<file path="src/rtl/i2c_slave_defines.sv">
// Shared encodings for the I2C target byte controller.
package i2c_slave_defines;
  typedef enum logic [2:0] {
    ST_IDLE      = 3'd0,
    ST_ADDR      = 3'd1,
    ST_ADDR_ACK  = 3'd2,
    ST_WR_DATA   = 3'd3,
    ST_WR_ACK    = 3'd4,
    ST_RD_DATA   = 3'd5,
    ST_RD_ACK    = 3'd6,
    ST_WAIT_STOP = 3'd7
  } state_t;

  localparam logic ACK_LVL  = 1'b0;
  localparam logic NACK_LVL = 1'b1;
endpackage

</file>
<file path="src/rtl/i2c_slave_line_sync.sv">
// Pad synchronisers for SCL/SDA plus edge, START and STOP pulse generation.
module i2c_slave_line_sync #(
  parameter int SYNC_STAGES = 2
) (
  input  logic Clk,
  input  logic Rst_n,
  input  logic Scl_i,
  input  logic Sda_i,
  output logic sda_s,
  output logic scl_rise,
  output logic scl_fall,
  output logic start_det,
  output logic stop_det
);
  logic [SYNC_STAGES-1:0] scl_ff, sda_ff;
  logic scl_s, scl_d, sda_d;

  // Reset to the idle-bus level so release of reset never fakes an edge.
  always_ff @(posedge Clk or negedge Rst_n)
    if (!Rst_n) begin
      scl_ff <= '1;
      sda_ff <= '1;
      scl_d  <= 1'b1;
      sda_d  <= 1'b1;
    end else begin
      scl_ff <= {scl_ff[SYNC_STAGES-2:0], Scl_i};
      sda_ff <= {sda_ff[SYNC_STAGES-2:0], Sda_i};
      scl_d  <= scl_s;
      sda_d  <= sda_s;
    end

  assign scl_s     = scl_ff[SYNC_STAGES-1];
  assign sda_s     = sda_ff[SYNC_STAGES-1];
  assign scl_rise  = scl_s & ~scl_d;
  assign scl_fall  = ~scl_s & scl_d;
  assign start_det = scl_s & sda_d & ~sda_s;
  assign stop_det  = scl_s & ~sda_d & sda_s;
endmodule

</file>
<file path="src/rtl/i2c_slave_byte_ctrl.sv">
// I2C target byte controller: address match, write receive, read serialise.
module i2c_slave_byte_ctrl
  import i2c_slave_defines::*;
#(
  parameter logic [6:0] SLAVE_ADDR  = 7'h50,
  parameter int         SYNC_STAGES = 2
) (
  input  logic       Clk,
  input  logic       Rst_n,
  input  logic       Scl_i,
  input  logic       Sda_i,
  output logic       Sda_oe,
  input  logic       Ack_en,
  output logic [7:0] Rx_data,
  output logic       Rx_valid,
  input  logic [7:0] Tx_data,
  output logic       Tx_req,
  output logic       Addressed,
  output logic       Rw,
  output logic       Stop_det
);
  state_t     state;
  logic [2:0] bit_cnt;
  logic [7:0] shreg;
  logic       ack_ph, ack_lat;
  logic       sda_s, scl_rise, scl_fall, start, stop;

  i2c_slave_line_sync #(.SYNC_STAGES(SYNC_STAGES)) u_sync (
    .Clk(Clk), .Rst_n(Rst_n), .Scl_i(Scl_i), .Sda_i(Sda_i),
    .sda_s(sda_s), .scl_rise(scl_rise), .scl_fall(scl_fall),
    .start_det(start), .stop_det(stop)
  );

  always_ff @(posedge Clk or negedge Rst_n)
    if (!Rst_n) begin
      state     <= ST_IDLE;
      bit_cnt   <= 3'd0;
      shreg     <= 8'h00;
      ack_ph    <= 1'b0;
      ack_lat   <= 1'b0;
      Sda_oe    <= 1'b0;
      Rx_data   <= 8'h00;
      Rx_valid  <= 1'b0;
      Tx_req    <= 1'b0;
      Addressed <= 1'b0;
      Rw        <= 1'b0;
      Stop_det  <= 1'b0;
    end else begin
      Rx_valid <= 1'b0;
      Tx_req   <= 1'b0;
      Stop_det <= 1'b0;
      if (start) begin
        state     <= ST_ADDR;
        bit_cnt   <= 3'd0;
        ack_ph    <= 1'b0;
        Sda_oe    <= 1'b0;
        Addressed <= 1'b0;
      end else if (stop) begin
        state     <= ST_IDLE;
        bit_cnt   <= 3'd0;
        ack_ph    <= 1'b0;
        Sda_oe    <= 1'b0;
        Addressed <= 1'b0;
        Stop_det  <= 1'b1;
      end else begin
        case (state)
          ST_ADDR: if (scl_rise) begin
            shreg   <= {shreg[6:0], sda_s};
            bit_cnt <= bit_cnt + 3'd1;
            if (bit_cnt == 3'd7) begin
              if (shreg[6:0] == SLAVE_ADDR) begin
                Rw     <= sda_s;
                Tx_req <= sda_s;
                ack_ph <= 1'b0;
                state  <= ST_ADDR_ACK;
              end else
                state <= ST_WAIT_STOP;
            end
          end
          // First fall opens the ACK slot, second fall closes it.
          ST_ADDR_ACK: if (scl_fall) begin
            if (!ack_ph) begin
              Sda_oe    <= 1'b1;
              Addressed <= 1'b1;
              ack_ph    <= 1'b1;
            end else begin
              ack_ph <= 1'b0;
              if (Rw) begin
                shreg  <= Tx_data;
                Sda_oe <= ~Tx_data[7];
                state  <= ST_RD_DATA;
              end else begin
                Sda_oe <= 1'b0;
                state  <= ST_WR_DATA;
              end
            end
          end
          ST_WR_DATA: if (scl_rise) begin
            shreg   <= {shreg[6:0], sda_s};
            bit_cnt <= bit_cnt + 3'd1;
            if (bit_cnt == 3'd7) begin
              Rx_data  <= {shreg[6:0], sda_s};
              Rx_valid <= 1'b1;
              ack_lat  <= Ack_en;
              ack_ph   <= 1'b0;
              state    <= ST_WR_ACK;
            end
          end
          ST_WR_ACK: if (scl_fall) begin
            if (!ack_ph) begin
              Sda_oe <= ack_lat;
              ack_ph <= 1'b1;
            end else begin
              Sda_oe <= 1'b0;
              ack_ph <= 1'b0;
              state  <= ack_lat ? ST_WR_DATA : ST_WAIT_STOP;
            end
          end
          // bit_cnt counts bits the master has sampled; wrap to 0 means byte done.
          ST_RD_DATA: begin
            if (scl_rise)
              bit_cnt <= bit_cnt + 3'd1;
            else if (scl_fall) begin
              if (bit_cnt == 3'd0) begin
                Sda_oe <= 1'b0;
                ack_ph <= 1'b0;
                state  <= ST_RD_ACK;
              end else begin
                Sda_oe <= ~shreg[6];
                shreg  <= {shreg[6:0], 1'b0};
              end
            end
          end
          ST_RD_ACK: begin
            if (scl_rise && !ack_ph) begin
              if (sda_s == ACK_LVL) begin
                Tx_req <= 1'b1;
                ack_ph <= 1'b1;
              end else begin
                Sda_oe <= 1'b0;
                state  <= ST_WAIT_STOP;
              end
            end else if (scl_fall && ack_ph) begin
              shreg  <= Tx_data;
              Sda_oe <= ~Tx_data[7];
              ack_ph <= 1'b0;
              state  <= ST_RD_DATA;
            end
          end
          default: Sda_oe <= 1'b0;
        endcase
      end
    end
endmodule

</file>
<file path="config.mk">
export PLATFORM = sky130hd
export DESIGN_NAME = i2c_slave_byte_ctrl
export DESIGN_NICKNAME = d
export VERILOG_FILES = /design/src/rtl/i2c_slave_defines.sv /design/src/rtl/i2c_slave_line_sync.sv /design/src/rtl/i2c_slave_byte_ctrl.sv
export SDC_FILE = /design/constraint.sdc
export NUM_CORES = 1
export LEC_CHECK = 0
export ABC_CLOCK_PERIOD_IN_PS = 4200
export CELL_PAD_IN_SITES_DETAIL_PLACEMENT = 0
export CELL_PAD_IN_SITES_GLOBAL_PLACEMENT = 2
export CORE_MARGIN = 1.5
export CORE_UTILIZATION = 35
export CTS_CLUSTER_DIAMETER = 50
export DETAILED_ROUTE_END_ITERATION = 12
export PLACE_DENSITY_LB_ADDON = 0.1
export SLEW_MARGIN = 15
export SYNTH_ARGS = -nofsm -noshare
export SYNTH_HDL_FRONTEND = slang
export SYNTH_SLANG_ARGS = --single-unit
</file>
<file path="constraint.sdc">
create_clock -name Clk -period 4.2 [get_ports Clk]
set_clock_uncertainty 0.05 [all_clocks]
set_input_delay 0.84 -clock Clk [delete_from_list [all_inputs] [get_ports Clk]]
set_output_delay 0.84 -clock Clk [all_outputs]
set_load 0.02 [all_outputs]
</file>
After elaboration in Yosys (flattened, before gate mapping)
Cells that the tools add are included.
{ "word_totals": {"ff_bits": 35, "latchBits": 0, "ramBits": 0, "romBits": 0, "inputBits": 13, "out_inout_bits": 14, "elab_cells": 172, "mem_count": 0} }
{ "classes": {"addsub": 1, "multipliers": 0, "div": 0, "order_cmp": 0, "eq_ne": 35, "n_shift": 0, "n_mux": 84, "bitwise_logic": 14, "reduce_logical": 22} }
{ "op_table": {"columns": ["cell", "count"], "rows": [
  ["3-bit two-way mux", 23],
  ["7-bit two-way mux", 9],
  ["4-bit != test (second input constant)", 12],
  ["1-bit two-way mux", 47],
  ["7-bit one-hot mux with 4 select lines", 1],
  ["12-bit AND reduction", 2],
  ["3-bit one-hot mux with 6 select lines", 1],
  ["2-bit != test (second input constant)", 8],
  ["14-bit AND reduction", 1],
  ["3-bit == test (second input constant)", 4],
  ["3-bit nonzero test", 4],
  ["5-bit != test (second input constant)", 2],
  ["1-bit one-hot mux with 5 select lines", 2],
  ["1-bit NOT", 8],
  ["8-bit nonzero test", 1],
  ["7-bit == test (second input constant)", 1],
  ["7-bit AND reduction", 1],
  ["7-bit nonzero test", 1],
  ["1-bit AND", 6],
  ["3-bit by 2-bit == test with 1-bit output (second input constant)", 2],
  ["3-bit by 1-bit != test with 1-bit output (second input constant)", 2],
  ["6-bit AND reduction", 1],
  ["5-bit by 4-bit != test with 1-bit output (second input constant)", 1],
  ["5-bit AND reduction", 1],
  ["other kinds (13)", 15]
]} }

Longest topological paths before layout
Gate-level depths: netlist (run 1).
{ "logic_depth": {"ltp_word": 8, "ltp_mapped": 7, "mapped_depth_nobuf": 7} }

Cells and area by module
A second synthesis (run 1) with hierarchy kept.
{ "unflattened": {"hier_cells": 165, "hier_area_um2": 1855.5} }
{ "by_module_without_submodules": {"columns": ["mod", "instances", "cells_each", "area_each_um2", "seq_area_each_um2"], "rows": [
  ["i2c_slave_byte_ctrl", 1, 155, 1665.3, 725.7],
  ["i2c_slave_line_sync", 1, 10, 190.2, 157.7]
]} }

Least setup slack after synthesis (run 1)
Ideal clock, no wire load.
{ "synth_path": {"path_kind": "flip-flop to flip-flop", "startpoint": "register u_sync.scl_d", "endpoint": "register shreg[0]", "setup_time_ps": 125, "t_arrival_ps": 1876, "required_time_ps": 4025, "path_slack_ps": 2149, "stages_incl_launch_ff": 7, "n_path_buf": 1, "synth_period_minus_slack_ps": 2051, "path_cell_list": "dfstp_2 -> nor2b_1 -> buf_2 -> nor3b_1 -> o21ai_1 -> a311oi_4 -> mux2_2"} }
{ "synth_between": {"elab_chain_len": 5, "word_cells_on_any_way": 12, "cone_classes": "eq/ne: 6; bitwise: 3; reduce/logical: 3"} }
{ "synth_lines": {"columns": ["item", "line_no", "text"], "rows": [
  ["from (decl)", "i2c_slave_line_sync.sv:16", "logic scl_s, scl_d, sda_d;"],
  ["from (signal assigned)", "i2c_slave_line_sync.sv:28", "scl_d <= scl_s;"],
  ["1-bit NOT", "i2c_slave_line_sync.sv:34", "assign scl_rise = scl_s & ~scl_d;"],
  ["1-bit AND", "i2c_slave_line_sync.sv:34", null],
  ["1-bit logical AND", "i2c_slave_byte_ctrl.sv:135", "if (scl_rise && !ack_ph) begin"],
  ["2-bit != test (no line)", null, null],
  ["12-bit AND reduction (no line) *", null, null],
  ["to (signal assigned)", "i2c_slave_byte_ctrl.sv:68", "shreg <= {shreg[6:0], sda_s};"],
  ["to (signal assigned)", "i2c_slave_byte_ctrl.sv:130", "shreg <= {shreg[6:0], 1'b0};"],
  ["to (signal assigned)", "i2c_slave_byte_ctrl.sv:144", "shreg <= Tx_data;"],
  ["to (decl)", "i2c_slave_byte_ctrl.sv:24", "logic [7:0] shreg;"]
]} }
Every way passes the cells marked *; elsewhere a longest branch is shown, timed or not.
A chain may end at the register's enable or synchronous reset.

Worst setup path after layout (run 1)
{ "layout_path": {"startpoint": "register u_sync.scl_d", "endpoint": "register shreg[3]"} }
Same word-level chain as after synthesis.

==> results of run 1 <==
[area by class of cell]
class                      instances  area share [%]
clock inverter                     1           0.217
inverter                           7            1.14
sequential                        35            38.3
timing repair buffer              26            11.1
multi-input combinational        123            41.8
tap                               70            3.79
clock buffer                       7            3.74
[sequential cells by signal (all words and copies together), names as in the netlist]
register,cells
Rw,1
Tx_req,1
u_sync.scl_d,1
bit_cnt,3
Addressed,1
Rx_valid,1
Sda_oe,1
ack_lat,1
u_sync.sda_ff,2
Rx_data,8
shreg,7
state,3
ack_ph,1
u_sync.scl_ff,2
Stop_det,1
u_sync.sda_d,1
[layer usage]
layer  routed length [um]  part of all wire, %  GRT usage, %  vias to the layer above
met5                    0                    0             0                        -
met4                   15                 0.35          4.91                        0
met3                  123                  2.8          3.33                        2
met2                 2140                   49          26.3                       26
met1                 2060                   47          21.1                      705
li1                     -                    -             -                      680
[worst register-to-register path, cell delays in order (launching register included)]
cell and delay, ns:
dfstp_2 0.55, nor2b_1 0.53, nor3b_1 0.26, o21ai_1 0.12, a311oi_4 0.53, mux2_2 0.40
[report_power, final]
group	switching, W	leakage (nW)	total [W]	internal, W
registers	0.000135	0.446	0.000544	0.000409
logic	0.000273	0.445	0.000546	0.000273
clock network	0.000119	0.0482	0.000252	0.000132
[final timing paths]
check                                           start                         end  slack (ns)  depth (start not counted)
max in group asynchronous                       Rst_n      Rx_data[2]$_DFFE_PN0P_        3.02                          1
min reg2reg                u_sync.scl_ff[0]$_DFF_PN1_  u_sync.scl_ff[1]$_DFF_PN1_        0.31                          0
max reg2reg                    u_sync.scl_d$_DFF_PN1_        shreg[3]$_DFFE_PN0P_        1.64                          5
max                            u_sync.scl_d$_DFF_PN1_        shreg[3]$_DFFE_PN0P_        1.64                          5
min in group asynchronous                       Rst_n        state[2]$_DFFE_PN0P_        0.58                          1
min                        u_sync.scl_ff[0]$_DFF_PN1_  u_sync.scl_ff[1]$_DFF_PN1_        0.31                          0
[cell usage in the layout (no fill, tap or decap), types with 2 or more instances in the layout]
master,netlist,routed
a21oi_1,7,7
clkbuf_8,0,6
clkdlybuf4s50_1,0,25
dfrtp_1,29,29
dfstp_2,6,6
ha_1,3,3
inv_1,7,7
mux2_2,23,23
nand2_1,10,10
nand2b_1,4,4
nand3_1,8,8
nand4_1,2,2
nor2_1,13,13
nor2b_1,4,4
nor3_1,3,3
nor3b_1,2,2
o21ai_0,5,5
o221ai_1,2,2
o2bb2ai_1,2,2
or3_1,2,2
xor2_1,2,2
[cells by family (layout without fill, tap and decap cells)]
logic type	count (synthesis)	after routing	synth area share, %
buffers and inverters	16	41	3.59
adder cells (fa/ha/maj)	4	4	2.48
flip-flops	35	35	46.1
multiplexers	24	24	14.0
AO/OA/AOI/OAI	30	30	12.8
AND/OR/NAND/NOR	62	62	19.6
XOR/XNOR	3	3	1.37
[per-stage QoR]
step           worst slack, ns  power, W  utilization [%]  instance area [um2]
2_1_floorplan             2.15  0.000962                -                 1920
3_3_place_gp              1.67   0.00109             42.6                 2220
3_5_place_dp              1.65   0.00110             42.6                 2220
4_1_cts                   1.64   0.00136             44.4                 2310
5_1_grt                   1.44   0.00145             44.4                 2310
6_report                  1.64   0.00134             44.4                 2310
==> metrics, run 1 <==
WL/cell 16.1 um; Slew Viols, Final 0; port bufs 26; Req. time, crit path 4.31 ns; relative slew slack 48.1%; Hold Crit Class reg -> reg; syn_area_per_cell 11.0 um2; Syn-to-layout area delta 20.4%; Crit. End Element flop; Final Setup Violations 0; gr ovfl total 0; initial antenna violation count 0; wirelength, routed 4.34 mm; ys flop type dfrtp_1; clock slew at reported path FFs 0.07 ns; FF/Latch Area 883 um2; root buffer cell clkbuf_8; worst-path cell chain nor2b_1 > nor3b_1 > o21ai_1 > a311oi_4 > mux2_2; slowest cell on the critical path dfstp_2; Synth Net Count 190; Die ar. 5930 um2; Post-CTS Setup Inserts 0; CP max FO 8; share of the synthesized area in the top cell type 37.9%; nets@finish 214; Post-CTS Hold Buffers 0; clock sinks 35; multi-input logic area 965 um2; worst-margin pin slew 0.779 ns; n_diodes 0; initial drt markers 63; CTS H-tree depth 2; Inst Count DP 261; Peak VDD IR 0.227 mV; number of max-cap violations 0; critical path class reg -> reg; post-DR vias/cell 5.25; RSZ-0062 raised after global routing false; Placer Congestion 0.796; Hold Vio Cnt, Final 0; DRT Pass-1 Iters 4; Critical Path Start Type flop; most common cell in the netlist dfrtp_1; via count 1413; Initial Utilization 36.8%; clock buffer count from CTS 5; final-layout fill cell count 523; Worst path top cell family by delay simple AND/OR/NAND/NOR gates; Mapped Area 1920 um2; FFs w/ async S/R, synth 100%; Post-synth EDFFs 0; total track usage 16.0%; Hold Slack 0.307 ns; Cell Rows 26; Synth top cells by count dfrtp_1, mux2_2, nor2_1; worst path bufs/invs 0; leakage 0.939 nW; post-synthesis cell type count 54; num ports 27; PwrDens 581 nW/um2; post_cts resized 0; Non-Filler Instances 269; min cycle time layout 2.56 ns; Worst-Skew Late Latency 0.28 ns; f_max 0.391 GHz; crit share post-route 60.9%; Post-route DRC 0; Die X 77.0 um; vias in the first global route 1498; antenna viol nets, final 0; pin count of the biggest net entering global routing 36; Cells after Synth 174; Seq cells post-synth 35; CP arrival 2.67 ns; Synth area leaders dfrtp_1, mux2_2, dfstp_2; max incr delay on CP 0.55 ns; CTS max path bufs 2; CTS tree done; share of cells above drive strength 1 23.6%; Yosys top cell by area dfrtp_1; die height 77.0 um; sequential element share of the synthesized area 46.1%; synth warn 0; dpl hpwl 3.11 mm; status finished, final reports clean; total core area 5200 um2; TNS Setup 0 ns; global-route wire length before repair 7.42 mm
Note: power is estimated with default switching activity, not from simulation.
==> inputs of run 2 (changes only) <==
ABC_CLOCK_PERIOD_IN_PS = 2700   (was 4200)
clock period = 2.7 ns   (was 4.2 ns; I/O delays follow)
==> run 2 against run 1 <==
  * Worst hold slack got worse by 0.046 ns
  * First-iteration DRC count grew 57%
  * Flip-flop and latch count stayed put
  * Sequential power increased by 49%
  * Worst setup slack lost 1.3 ns
  * Cell count up 2.6%
  * Register-to-register slack lost 1.3 ns
  * Critical path depth unchanged
  * Critical endpoint is now shreg[2]$_DFFE_PN0P_
  * Largest cell class unchanged
  * Highest routed layer unchanged
==> metrics, run 2 (synthesis gave the netlist of run 1 again) <==
Post-route DRC 0; Req. time, crit path 2.82 ns; Peak VDD IR 0.387 mV; Syn-to-layout area delta 22.8%; Critical Path Start Type flop; Crit. End Element flop; vias in the first global route 1484; nets@finish 221; Worst path top cell family by delay simple AND/OR/NAND/NOR gates; Placer Congestion 0.883; initial antenna violation count 0; post_cts resized 0; slowest cell on the critical path dfrtp_1; gr ovfl total 0; Post-CTS Hold Buffers 0; PwrDens 899 nW/um2; f_max 0.425 GHz; root buffer cell clkbuf_8; clock buffer count from CTS 5; register name with the most flops Rx_data; min cycle time layout 2.35 ns; post-DR vias/cell 5.26; number of max-cap violations 0; Slew Viols, Final 0; Post-Place Cell Area 2270 um2; total track usage 16.1%; initial drt markers 99; worst path bufs/invs 0; leakage 0.968 nW; final core occ 45.2%; relative slew slack 47.8%; CP max FO 18; DP Worst Slack 0.388 ns; Hold Crit Class in -> async; Die ar. 5930 um2; dpl hpwl 3.18 mm; worst-margin pin slew 0.783 ns; Hold Vio Cnt, Final 0; most common cell after layout, fill and taps aside dfrtp_1; Hold Slack 0.261 ns; most frequent cells in the layout dfrtp_1, clkdlybuf4s50_1, mux2_2, nor2_1, nand2_1; global-route wire length before repair 7.47 mm; antenna viol nets, final 0; via count 1452; largest registers Rx_data: 8 flops, shreg: 7 flops; share of cells above drive strength 1 26.2%; port bufs 26; max reg flops 8; CTS tree done; DRT Pass-1 Iters 4; pin count of the biggest net entering global routing 36; TNS Setup 0 ns; CTS max path bufs 2; CP arrival 2.48 ns; clock sinks 35; Die X 77.0 um; RSZ-0062 raised after global routing false; die height 77.0 um; Cell Rows 26; setup ws final 0.345 ns; post-route design area 2350 um2; Final Setup Violations 0; worst-path cell chain nand2b_1 > nor2_1 > nand3_1 > a311oi_4 > mux2_2; clock slew at reported path FFs 0.08 ns; CTS H-tree depth 2; n_diodes 0; critical path class reg -> reg; Worst-Skew Late Latency 0.29 ns; Initial Utilization 36.8%; Post-CTS Setup Inserts 0; wirelength, routed 4.35 mm; crit share post-route 87.2%; status finished, final reports clean; num ports 27; max incr delay on CP 0.59 ns; WL/cell 15.8 um; total core area 5200 um2
run 2: cell types whose count changed in the layout (fill, tap and decap cells not counted), sizes merged:
cell	previous run	this run
buf	1	8
clkbuf	7	6
clkinvlp	0	1
run 2: per-layer routing:
metal  up-vias  share of wire (%)  routed length (um)  global-route usage [%]
met2        45                 45                1980                    24.5
met5         -                  0                   0                       0
met4         0                2.5                 107                    7.09
met1       705                 46                2020                    21.9
li1        691                  -                   -                       -
met3        11                5.7                 247                    3.45
run 2: power breakdown:
part,leakage (nW),switching [W],internal [W],total (W)
clock network,0.0412,0.000196,0.000180,0.000377
registers,0.446,0.000173,0.000637,0.000810
logic,0.480,0.000464,0.000466,0.000930
total,0.968,0.000833,0.00128,0.00212
run 2: through the flow:
stage | total power, W | std cells
2_1_floorplan | 0.00150 | 174
3_3_place_gp | 0.00175 | 268
3_5_place_dp | 0.00175 | 268
4_1_cts | 0.00214 | 276
5_1_grt | 0.00229 | 276
6_report | 0.00212 | 276
run 2: final cells by class:
cell class                 count  area [um2]
fill                         524        2850
multi-input combinational    123         965
sequential                    35         883
timing repair buffer          33         308
tap                           70        87.6
clock buffer                   6        72.6
inverter                       7        26.3
clock inverter                 2        12.5
run 2: worst paths after layout:
| check | from | to | slack [ns] | cells after the start |
|---|---|---|---|---|
| max in group asynchronous | Rst_n | Tx_req$_DFF_PN0_ | 1.81 | 1 |
| max | state[0]$_DFFE_PN0P_ | shreg[2]$_DFFE_PN0P_ | 0.35 | 5 |
| min | Rst_n | ack_ph$_DFFE_PN0P_ | 0.26 | 1 |
| min reg2reg | u_sync.scl_ff[0]$_DFF_PN1_ | u_sync.scl_ff[1]$_DFF_PN1_ | 0.31 | 0 |
| max reg2reg | state[0]$_DFFE_PN0P_ | shreg[2]$_DFFE_PN0P_ | 0.35 | 5 |
| min in group Clk | u_sync.scl_ff[0]$_DFF_PN1_ | u_sync.scl_ff[1]$_DFF_PN1_ | 0.31 | 0 |
==> inputs of run 3 (changes only) <==
GPL_TIMING_DRIVEN = 0   (was default)
==> run 3 against run 2 <==
  * Clock power increased by 5%
  * Maximum frequency is 1.2% higher
  * Global-route usage grew 0.72 points
  * Register-to-register slack improved by 0.03 ns
  * Critical path depth unchanged
  * Worst setup slack better by 0.029 ns
  * Via count is 1.1% higher
  * First-iteration DRC count increased by 1.0%
==> metrics, run 3 (synthesis gave the netlist of run 1 again) <==
status finished, final reports clean; post_cts resized 0; TNS Setup 0 ns; final core occ 45.7%; min cycle time layout 2.33 ns; WL/cell 16.1 um; slowest cell on the critical path a311oi_4; post-DR vias/cell 5.26; global-route wire length before repair 7.72 mm; nets@finish 224; Non-Filler Instances 279; initial antenna violation count 0; CP max FO 10; pin count of the biggest net entering global routing 19; setup ws final 0.374 ns; dpl hpwl 3.34 mm; antenna viol nets, final 0; CTS tree done; Hold Crit Class in -> async; vias in the first global route 1488; Inst Count DP 271; f_max 0.430 GHz; PwrDens 899 nW/um2; total track usage 16.8%; gr ovfl total 0; R2R Setup Slk 0.37 ns; r2r startpoint state[1]$_DFFE_PN0P_; CTS max path bufs 2; most frequent cells in the layout dfrtp_1, clkdlybuf4s50_1, mux2_2, nor2_1, nand2_1; Peak VDD IR 0.312 mV; Die X 77.0 um; total core area 5200 um2; Slew Viols, Final 0; Syn-to-layout area delta 24.1%; CTS H-tree depth 2; Post-CTS Hold Buffers 0; Hold Vio Cnt, Final 0; Reg2Reg Depth 5; clock slew at reported path FFs 0.08 ns; crit share post-route 86.2%; clock sinks 35; n_diodes 0; Reg-to-Reg End shreg[2]$_DFFE_PN0P_; max incr delay on CP 0.48 ns; Post-CTS Setup Inserts 0; Worst-Skew Late Latency 0.28 ns; worst-path cell chain buf_4 > a21boi_2 > nand2_2 > a311oi_4 > mux2_2; clock buffer count from CTS 5; Req. time, crit path 2.82 ns; register name with the most flops Rx_data; leakage 0.978 nW; critical path class reg -> reg; wirelength, routed 4.50 mm; DP Worst Slack 0.329 ns; largest registers Rx_data: 8 flops, shreg: 7 flops; initial drt markers 100; Placer Congestion 0.863; RSZ-0062 raised after global routing false; Critical Path Start Type flop; CP arrival 2.44 ns; max reg flops 8; worst-margin pin slew 0.573 ns; num ports 27; root buffer cell clkbuf_8; share of cells above drive strength 1 25.4%; Crit. End Element flop; Cell Rows 26; die height 77.0 um; number of max-cap violations 0; relative slew slack 61.6%; port bufs 26; most common cell after layout, fill and taps aside dfrtp_1; via count 1468; Final Setup Violations 0; Post-route DRC 0; Die ar. 5930 um2; Initial Utilization 36.8%; DRT Pass-1 Iters 4
-- run 3: cell count changes in the layout (fill, tap and decap cells not counted) --
| cell | change |
|---|---|
| buf_1 | +2 |
| buf_16 | +1 |
| buf_2 | +4 |
| buf_4 | -6 |
| clkbuf_1 | +2 |
| clkbuf_8 | +1 |
| clkinvlp_4 | -1 |
-- run 3: layout make-up --
| class | instances | area, um2 |
|---|---|---|
| buffer | 9 | 42.5 |
| sequential | 35 | 883 |
| clock inverter | 1 | 5.00 |
| inverter | 7 | 26.3 |
| multi-input combinational | 123 | 965 |
| fill | 501 | 2830 |
| timing repair buffer | 27 | 283 |
| clock buffer | 7 | 86.3 |
| tap | 70 | 87.6 |
-- run 3: worst max-delay path: cells and delay by family (launching register included) --
family	cells	cell delay [ns]
compound gates	2	0.95
buf+inv	1	0.19
flops	1	0.42
mux	1	0.39
simple gates	1	0.20
-- run 3: stage by stage --
step                hold slack [ns]  cell area (um2)  power [W]
detailed placement            0.297             2290    0.00176
global route                  0.179             2380    0.00230
floorplan                     0.194             1920    0.00150
CTS                           0.166             2380    0.00216
global placement              0.296             2260    0.00174
finish                        0.149             2380    0.00214
-- run 3: per-layer routing --
layer  vias to the layer above  global-route usage, %  part of all wire (%)
met3                         6                   3.81                   4.5
li1                        704                      -                     -
met2                        39                   25.0                    48
met5                         -                      0                     0
met1                       719                   24.0                    46
met4                         0                   5.82                   1.6
-- run 3: worst max path at each step --
stage / startpoint / end / slack (ns) / cells after the start
6_report: state[1]$_DFFE_PN0P_ / shreg[2]$_DFFE_PN0P_ / 0.37 / 5
5_1_grt: state[1]$_DFFE_PN0P_ / shreg[2]$_DFFE_PN0P_ / 0.20 / 5
4_1_cts: u_sync.scl_ff[1]$_DFF_PN1_ / ack_lat$_DFFE_PN0P_ / 0.31 / 4
3_5_place_dp: u_sync.scl_ff[1]$_DFF_PN1_ / ack_lat$_DFFE_PN0P_ / 0.33 / 4
3_3_place_gp: Rst_n / shreg[5]$_DFFE_PN0P_ / 0.26 / 1
2_1_floorplan: u_sync.scl_d$_DFF_PN1_ / shreg[0]$_DFFE_PN0P_ / 0.65 / 6
-- run 3: power breakdown --
group | switching, W | total (W) | internal, W | leakage [nW]
Combinational | 0.000551 | 0.00101 | 0.000458 | 0.484
Sequential | 0.0000954 | 0.000733 | 0.000638 | 0.446
Clock | 0.000189 | 0.000395 | 0.000206 | 0.0482
